`config.mk`:
```
export PLATFORM = sky130hd
export DESIGN_NAME = sramgen_sram_param_v2
export DESIGN_NICKNAME = d
export VERILOG_FILES = /design/src/rtl/sramgen_pkg.sv /design/src/rtl/sramgen_clear_fsm.sv /design/src/rtl/sramgen_sram_param_v2.sv
export SDC_FILE = /design/constraint.sdc
export NUM_CORES = 1
export LEC_CHECK = 0
export CAP_MARGIN = 15
export CORE_MARGIN = 5
export CORE_UTILIZATION = 25
export CTS_CLUSTER_SIZE = 14
export DETAILED_ROUTE_END_ITERATION = 6
export PLACE_DENSITY = 0.41
export SLEW_MARGIN = 20
export SYNTH_ARGS = -nofsm -noshare
export SYNTH_HDL_FRONTEND = slang
export SYNTH_HIERARCHICAL = 1
export SYNTH_SLANG_ARGS = --single-unit
```
`constraint.sdc`:
```
create_clock -name clk -period 7.05 [get_ports clk]
set_input_delay 1.41 -clock clk [delete_from_list [all_inputs] [get_ports clk]]
set_output_delay 1.41 -clock clk [all_outputs]
set_load 0.03 [all_outputs]
```
`src/rtl/sramgen_pkg.sv`:
```
// Shared definitions for the parameterised SRAM macro model.
//   sram_state_e  : sweep controller states (CLEAR zeroes the array, READY serves accesses)
//   RL_* / WT_*   : legal ranges for READ_LATENCY and WRITE_THROUGH
//   rl_legal/wt_legal : elaboration-time legality helpers
package sramgen_pkg;

  typedef enum logic {
    ST_CLEAR = 1'b0,
    ST_READY = 1'b1
  } sram_state_e;

  localparam int unsigned RL_MIN = 1;
  localparam int unsigned RL_MAX = 2;
  localparam int unsigned WT_MIN = 0;
  localparam int unsigned WT_MAX = 1;

  function automatic bit rl_legal(input int unsigned rl);
    return (rl >= RL_MIN) && (rl <= RL_MAX);
  endfunction

  function automatic bit wt_legal(input int unsigned wt);
    return (wt >= WT_MIN) && (wt <= WT_MAX);
  endfunction

endpackage

```
`src/rtl/sramgen_clear_fsm.sv`:
```
// Array-zeroing sweep controller.
//   clk      : rising-edge clock
//   rstb     : asynchronous active-low reset (restarts the sweep from address 0)
//   clr      : request a new sweep (honoured only in READY)
//   ready    : array accepts accesses
//   clr_we   : sweep write strobe (zero data)
//   clr_addr : sweep write address
//
// state    | meaning
// ---------+------------------------------------------------------------
// ST_CLEAR | writing zero to clr_addr each cycle, counting up from 0
// ST_READY | sweep done, array open for accesses; clr_addr parked at 0
module sramgen_clear_fsm
  import sramgen_pkg::*;
#(
  parameter int unsigned ADDR_WIDTH = 6
) (
  input  logic                  clk,
  input  logic                  rstb,
  input  logic                  clr,
  output logic                  ready,
  output logic                  clr_we,
  output logic [ADDR_WIDTH-1:0] clr_addr
);

  localparam logic [ADDR_WIDTH-1:0] LAST_ADDR = '1;

  sram_state_e           r_state;
  sram_state_e           w_state_nxt;
  logic [ADDR_WIDTH-1:0] r_clr_addr;
  logic [ADDR_WIDTH-1:0] w_clr_addr_nxt;

  always_ff @(posedge clk or negedge rstb) begin
    if (!rstb) begin
      r_state    <= ST_CLEAR;
      r_clr_addr <= '0;
    end else begin
      r_state    <= w_state_nxt;
      r_clr_addr <= w_clr_addr_nxt;
    end
  end

  // Leaving CLEAR happens on the edge that writes the last address, so a
  // sweep is exactly RAM_DEPTH cycles; the counter is parked at 0 in READY
  // so the next sweep starts from address 0 without extra logic.
  always_comb begin
    w_state_nxt    = r_state;
    w_clr_addr_nxt = r_clr_addr;
    case (r_state)
      ST_CLEAR: begin
        if (r_clr_addr == LAST_ADDR) begin
          w_state_nxt    = ST_READY;
          w_clr_addr_nxt = '0;
        end else begin
          w_clr_addr_nxt = r_clr_addr + ADDR_WIDTH'(1);
        end
      end
      ST_READY: begin
        w_clr_addr_nxt = '0;
        if (clr) w_state_nxt = ST_CLEAR;
      end
      default: begin
        w_state_nxt    = ST_CLEAR;
        w_clr_addr_nxt = '0;
      end
    endcase
  end

  always_comb begin
    ready    = (r_state == ST_READY);
    clr_we   = (r_state == ST_CLEAR);
    clr_addr = r_clr_addr;
  end

endmodule

```
`src/rtl/sramgen_sram_param_v2.sv`:
```
// Parameterised single-port SRAM model with lane write masks, 1- or 2-cycle
// read latency, optional write-through, and a self-timed zeroing sweep.
//   clk, rstb     : rising-edge clock, asynchronous active-low reset
//   vdd, vss      : power pins (only with USE_POWER_PINS)
//   en, we        : access request, 1 = write / 0 = read
//   wmask         : per-lane write enable, lane k = din[k*LW +: LW]
//   addr, din     : word address, write data
//   clr           : one-cycle request to zero the whole array
//   ready         : array accepts accesses
//   dout          : read (or write-through) data, held when not valid
//   dout_valid    : dout carries a fresh result this cycle
module sramgen_sram_param_v2
  import sramgen_pkg::*;
#(
  parameter int unsigned DATA_WIDTH    = 4,
  parameter int unsigned ADDR_WIDTH    = 6,
  parameter int unsigned WMASK_WIDTH   = 2,
  parameter int unsigned READ_LATENCY  = 1,
  parameter int unsigned WRITE_THROUGH = 0
) (
`ifdef USE_POWER_PINS
  inout  wire                    vdd,
  inout  wire                    vss,
`endif
  input  logic                   clk,
  input  logic                   rstb,
  input  logic                   en,
  input  logic                   we,
  input  logic [WMASK_WIDTH-1:0] wmask,
  input  logic [ADDR_WIDTH-1:0]  addr,
  input  logic [DATA_WIDTH-1:0]  din,
  input  logic                   clr,
  output logic                   ready,
  output logic [DATA_WIDTH-1:0]  dout,
  output logic                   dout_valid
);

  localparam int unsigned RAM_DEPTH = 1 << ADDR_WIDTH;
  localparam int unsigned LW        = DATA_WIDTH / WMASK_WIDTH;

  if (!rl_legal(READ_LATENCY)) begin : g_bad_read_latency
    $error("sramgen_sram_param_v2: READ_LATENCY must be 1 or 2");
  end
  if (!wt_legal(WRITE_THROUGH)) begin : g_bad_write_through
    $error("sramgen_sram_param_v2: WRITE_THROUGH must be 0 or 1");
  end
  if ((DATA_WIDTH % WMASK_WIDTH) != 0) begin : g_bad_wmask
    $error("sramgen_sram_param_v2: DATA_WIDTH must be a multiple of WMASK_WIDTH");
  end

  logic                  w_ready;
  logic                  w_clr_we;
  logic [ADDR_WIDTH-1:0] w_clr_addr;
  logic                  w_accept;
  logic [DATA_WIDTH-1:0] w_rd_word;
  logic [DATA_WIDTH-1:0] w_merged;
  logic                  w_res_valid;
  logic [DATA_WIDTH-1:0] w_res_data;
  logic                  w_out_valid;
  logic [DATA_WIDTH-1:0] w_out_data;
  logic [DATA_WIDTH-1:0] r_dout;
  logic                  r_dout_valid;

  logic [DATA_WIDTH-1:0] r_mem [RAM_DEPTH];

  sramgen_clear_fsm #(
    .ADDR_WIDTH (ADDR_WIDTH)
  ) u_clear_fsm (
    .clk      (clk),
    .rstb     (rstb),
    .clr      (clr),
    .ready    (w_ready),
    .clr_we   (w_clr_we),
    .clr_addr (w_clr_addr)
  );

  // A clr taking effect on this edge wins over a same-edge access.
  assign w_accept  = en && w_ready && !clr;
  assign w_rd_word = r_mem[addr];

  // The single read port serves both plain reads and the read half of a
  // masked read-modify-write; only one access is accepted per cycle.
  always_comb begin
    w_merged = w_rd_word;
    for (int k = 0; k < int'(WMASK_WIDTH); k++) begin
      if (wmask[k]) w_merged[k*LW +: LW] = din[k*LW +: LW];
    end
  end

  assign w_res_valid = w_accept && (!we || (WRITE_THROUGH != 0));
  assign w_res_data  = we ? w_merged : w_rd_word;

  // Array is intentionally not reset; zeroing only happens through the sweep.
  always_ff @(posedge clk) begin
    if (w_clr_we) begin
      r_mem[w_clr_addr] <= '0;
    end else if (w_accept && we) begin
      r_mem[addr] <= w_merged;
    end
  end

  // Extra stage for READ_LATENCY=2; it is not flushed by clr, so results
  // already in flight still complete when a sweep starts behind them.
  if (READ_LATENCY == 2) begin : g_rl2
    logic                  r_p1_valid;
    logic [DATA_WIDTH-1:0] r_p1_data;

    always_ff @(posedge clk or negedge rstb) begin
      if (!rstb) begin
        r_p1_valid <= 1'b0;
        r_p1_data  <= '0;
      end else begin
        r_p1_valid <= w_res_valid;
        if (w_res_valid) r_p1_data <= w_res_data;
      end
    end

    assign w_out_valid = r_p1_valid;
    assign w_out_data  = r_p1_data;
  end else begin : g_rl1
    assign w_out_valid = w_res_valid;
    assign w_out_data  = w_res_data;
  end

  always_ff @(posedge clk or negedge rstb) begin
    if (!rstb) begin
      r_dout       <= '0;
      r_dout_valid <= 1'b0;
    end else begin
      r_dout_valid <= w_out_valid;
      if (w_out_valid) r_dout <= w_out_data;
    end
  end

  assign ready      = w_ready;
  assign dout       = r_dout;
  assign dout_valid = r_dout_valid;

endmodule

```
==> impl_metrics.toml <==
[outcome]
status = "finished, final reports clean"

[power_and_ir_drop]
p_total_mw = 3.34
cellPowerDensity_nw_per_um2 = 256
ir_drop_mv = 0.171
p_leak_nw = 3.49

[floorplanning]
ios = 23
die_w_um = 221
die_h_um = 221
start_util_pct = 25.3
rows = 77
core_um2 = 44200
die-area_um2 = 49000

[routing]
wl_um = 28000
final_antenna_net_count = 0
via_count = 5822
firstDrtPassIters = 5
drc = 0
wire_per_inst_um = 21.6
drt_iter0_markers = 430
via_per_inst = 4.49

[global_route]
grt_pass1_wl_um = 41800
antenna_found_initial = 0
grt.overflow.total = 0
grt.total_usage_pct = 11.2
grt_max_degree = 65
grt_pass1_vias = 6286

[timing]
timing.setup.tns_ns = 0
relSlewSlack_pct = 34.6
fmax_mhz = 218
period_share_pct = 65.0
min_period_ns = 4.58
rsz0062_at_grt = "no"
finalSetupViolations = 0
tightest_slew_ns = 0.978
fin_skew_ns = 0.00731
finalHoldViolCount = 0
report.final.slew_viol_count = 0

[worst_setup_path]
cp_top_family = "buffers and inverters"
critPathSlowestCell = "buf_4"
crit_path_end_kind = "flop"
cpMostUsedCell = "buf_4"
r2r_cells = 5
path_class = "in2reg"
crit_path_max_incr_delay_ns = 0.65
startpoint_type = "input pin"
worstPathArrival_ns = 4.79
crit_fanout = 56
worstPathCellList = "buf_4 -> buf_4 -> mux4_1 -> a22oi_1 -> a31oi_1 -> nor3_1 -> a2111oi_4 -> buf_4"
cp.buffers_inverters = 3
cp.depth = 8
required_ns = 7.26

[synthesis]
synth_area_um2 = 11200
synth_seq_area_share_pct = 71.5
synth-simple-area-share_pct = 7.31
synthMuxAreaShare_pct = 14.4
yosysTopAreaCell = "edfxtp_1"
synth_cell_types = 50
synth_top_family_by_area = "multiplexers"
synth_enable_flop_cells = 256
synth_compound_area_share_pct = 4.35
synth_nets = 664
yosys_warnings = 6
synthCells = 646
synth-seq-cells = 268
syn_area_per_cell_um2 = 17.3
yosysMostFrequentCell = "edfxtp_1"
synth.top_cell.area_share_pct = 68.8
synth_xor_area_share_pct = 0.235
yosys-top-cells-count = "edfxtp_1, nor2_1, mux4_2, mux2i_1, nand2_1"
yosys-top-cells-area = "edfxtp_1, mux4_2, nor2_1, mux2i_1, dfrtp_1"
synth_top_flop_cell = "edfxtp_1"
async_reset_ff_share_pct = 4.48
synth_adder_area_share_pct = 0.112

[cts]
root_buffer = "clkbuf_16"
postCtsSetupRepairBufs = 0
htree_levels = 1
clk_pin_slew_ns = 0.06
cts-buffers-inserted = 30
hold_buffers = 0
cts_sinks = 268
clock_path_buffers = 3
ctsResizeCount = 0
insertion_delay_ns = 0.55
cts_tree = "yes"

[placed_design]
portBuffers = 22
dp_cells = 1241
dp_hpwl_um = 18200
finalWeightedCongestion = 0.751

[cells_and_area]
areaGrowthSynthToFinish_pct = 16.8
fill_cells = 4352
n_antenna_cell = 0
drive_above_1_share_pct = 16.3
fin_util_pct = 29.5
fin_cells = 1296
multi_input_area_um2 = 3020
finalNetCount = 699
regArea_um2 = 7990

[worst_hold_path]
hold_class = "reg2reg"
holdPathStages = 2

[run]
cap_violations = 0
[placed cells by master (no fill, tap or decap), types with 12 or more instances in the layout]
cell type / instances
edfxtp_1: 256
nand2_1: 32
mux2_2: 17
mux2i_1: 32
clkbuf_16: 30
nor2_1: 86
dfrtp_1: 12
mux4_2: 36
clkdlybuf4s50_1: 20
nor2b_1: 14
[final cells by class]
cell class	count	share of cell area [%]
Clock inverter	18	1.49
Timing Repair Buffer	33	2.36
Sequential cell	268	61.2
Clock buffer	37	5.95
Multi-Input combinational cell	342	23.1
Inverter	6	0.173
Tap cell	592	5.68
[registers in the layout, indices dropped and copies added (netlist names)]
signal and count:
dout_valid 1, dout 4, u_clear_fsm/clr_addr 6, r_mem 256, u_clear_fsm/ready 1
[tightest hold or removal path, delay by kind of cell, from the launching register on]
family | cells | cell delay, ns
AOI/OAI and AO/OA | 1 | 0.05
DFF | 1 | 0.35
and+or+nand+nor | 1 | 0.06
[power by group]
group          switching [mW]  total, mW  internal [mW]
logic                  0.0597     0.0975         0.0378
clock network           0.605       1.53          0.923
registers                   0       1.72           1.72
total                   0.665       3.34           2.68
[cells by family (layout without fill, tap and decap cells)]
group | after synthesis | in the layout
buffers and inverters | 36 | 94
xor gates and xnor gates | 3 | 3
and+or+nand+nor | 178 | 178
DFF | 268 | 268
AOI/OAI and AO/OA | 64 | 64
adders and majority gates | 1 | 1
muxes | 96 | 96
[worst paths after layout]
kind	startpoint	end	slack [ns]
hold reg to reg	dout[3]$_DFFE_PN0P_	dout[3]$_DFFE_PN0P_	0.49
max in group asynchronous	rstb	u_clear_fsm/clr_addr[4]$_DFF_PN0_	5.28
hold / removal	dout[3]$_DFFE_PN0P_	dout[3]$_DFFE_PN0P_	0.49
setup / recovery	addr[0]	r_mem[21][3]$_DFFE_PP_	2.47
min in group asynchronous	rstb	dout_valid$_DFF_PN0_	1.30
setup reg to reg	u_clear_fsm/ready$_DFF_PN0_	r_mem[17][0]$_DFFE_PP_	3.80
[metrics by stage]
step / hold WS [ns] / setup WS, ns / cell area (um^2)
floorplan: 0.518 / 1.54 / 11200
global placement: 0.487 / 1.96 / 12100
detailed placement: 0.476 / 1.86 / 12100
CTS: 0.489 / 2.43 / 13100
global route: 0.527 / 2.23 / 13100
finish: 0.494 / 2.47 / 13100
[layer usage]
metal  up-vias  global-route usage [%]  wire [um]
met5         -                       0          0
met4         0                    2.32        391
met3        33                    1.99       1020
met2       107                    18.9      13800
met1      3033                    15.2      12800
li1       2649                       -          -
Power figures use the tool's default switching activity.
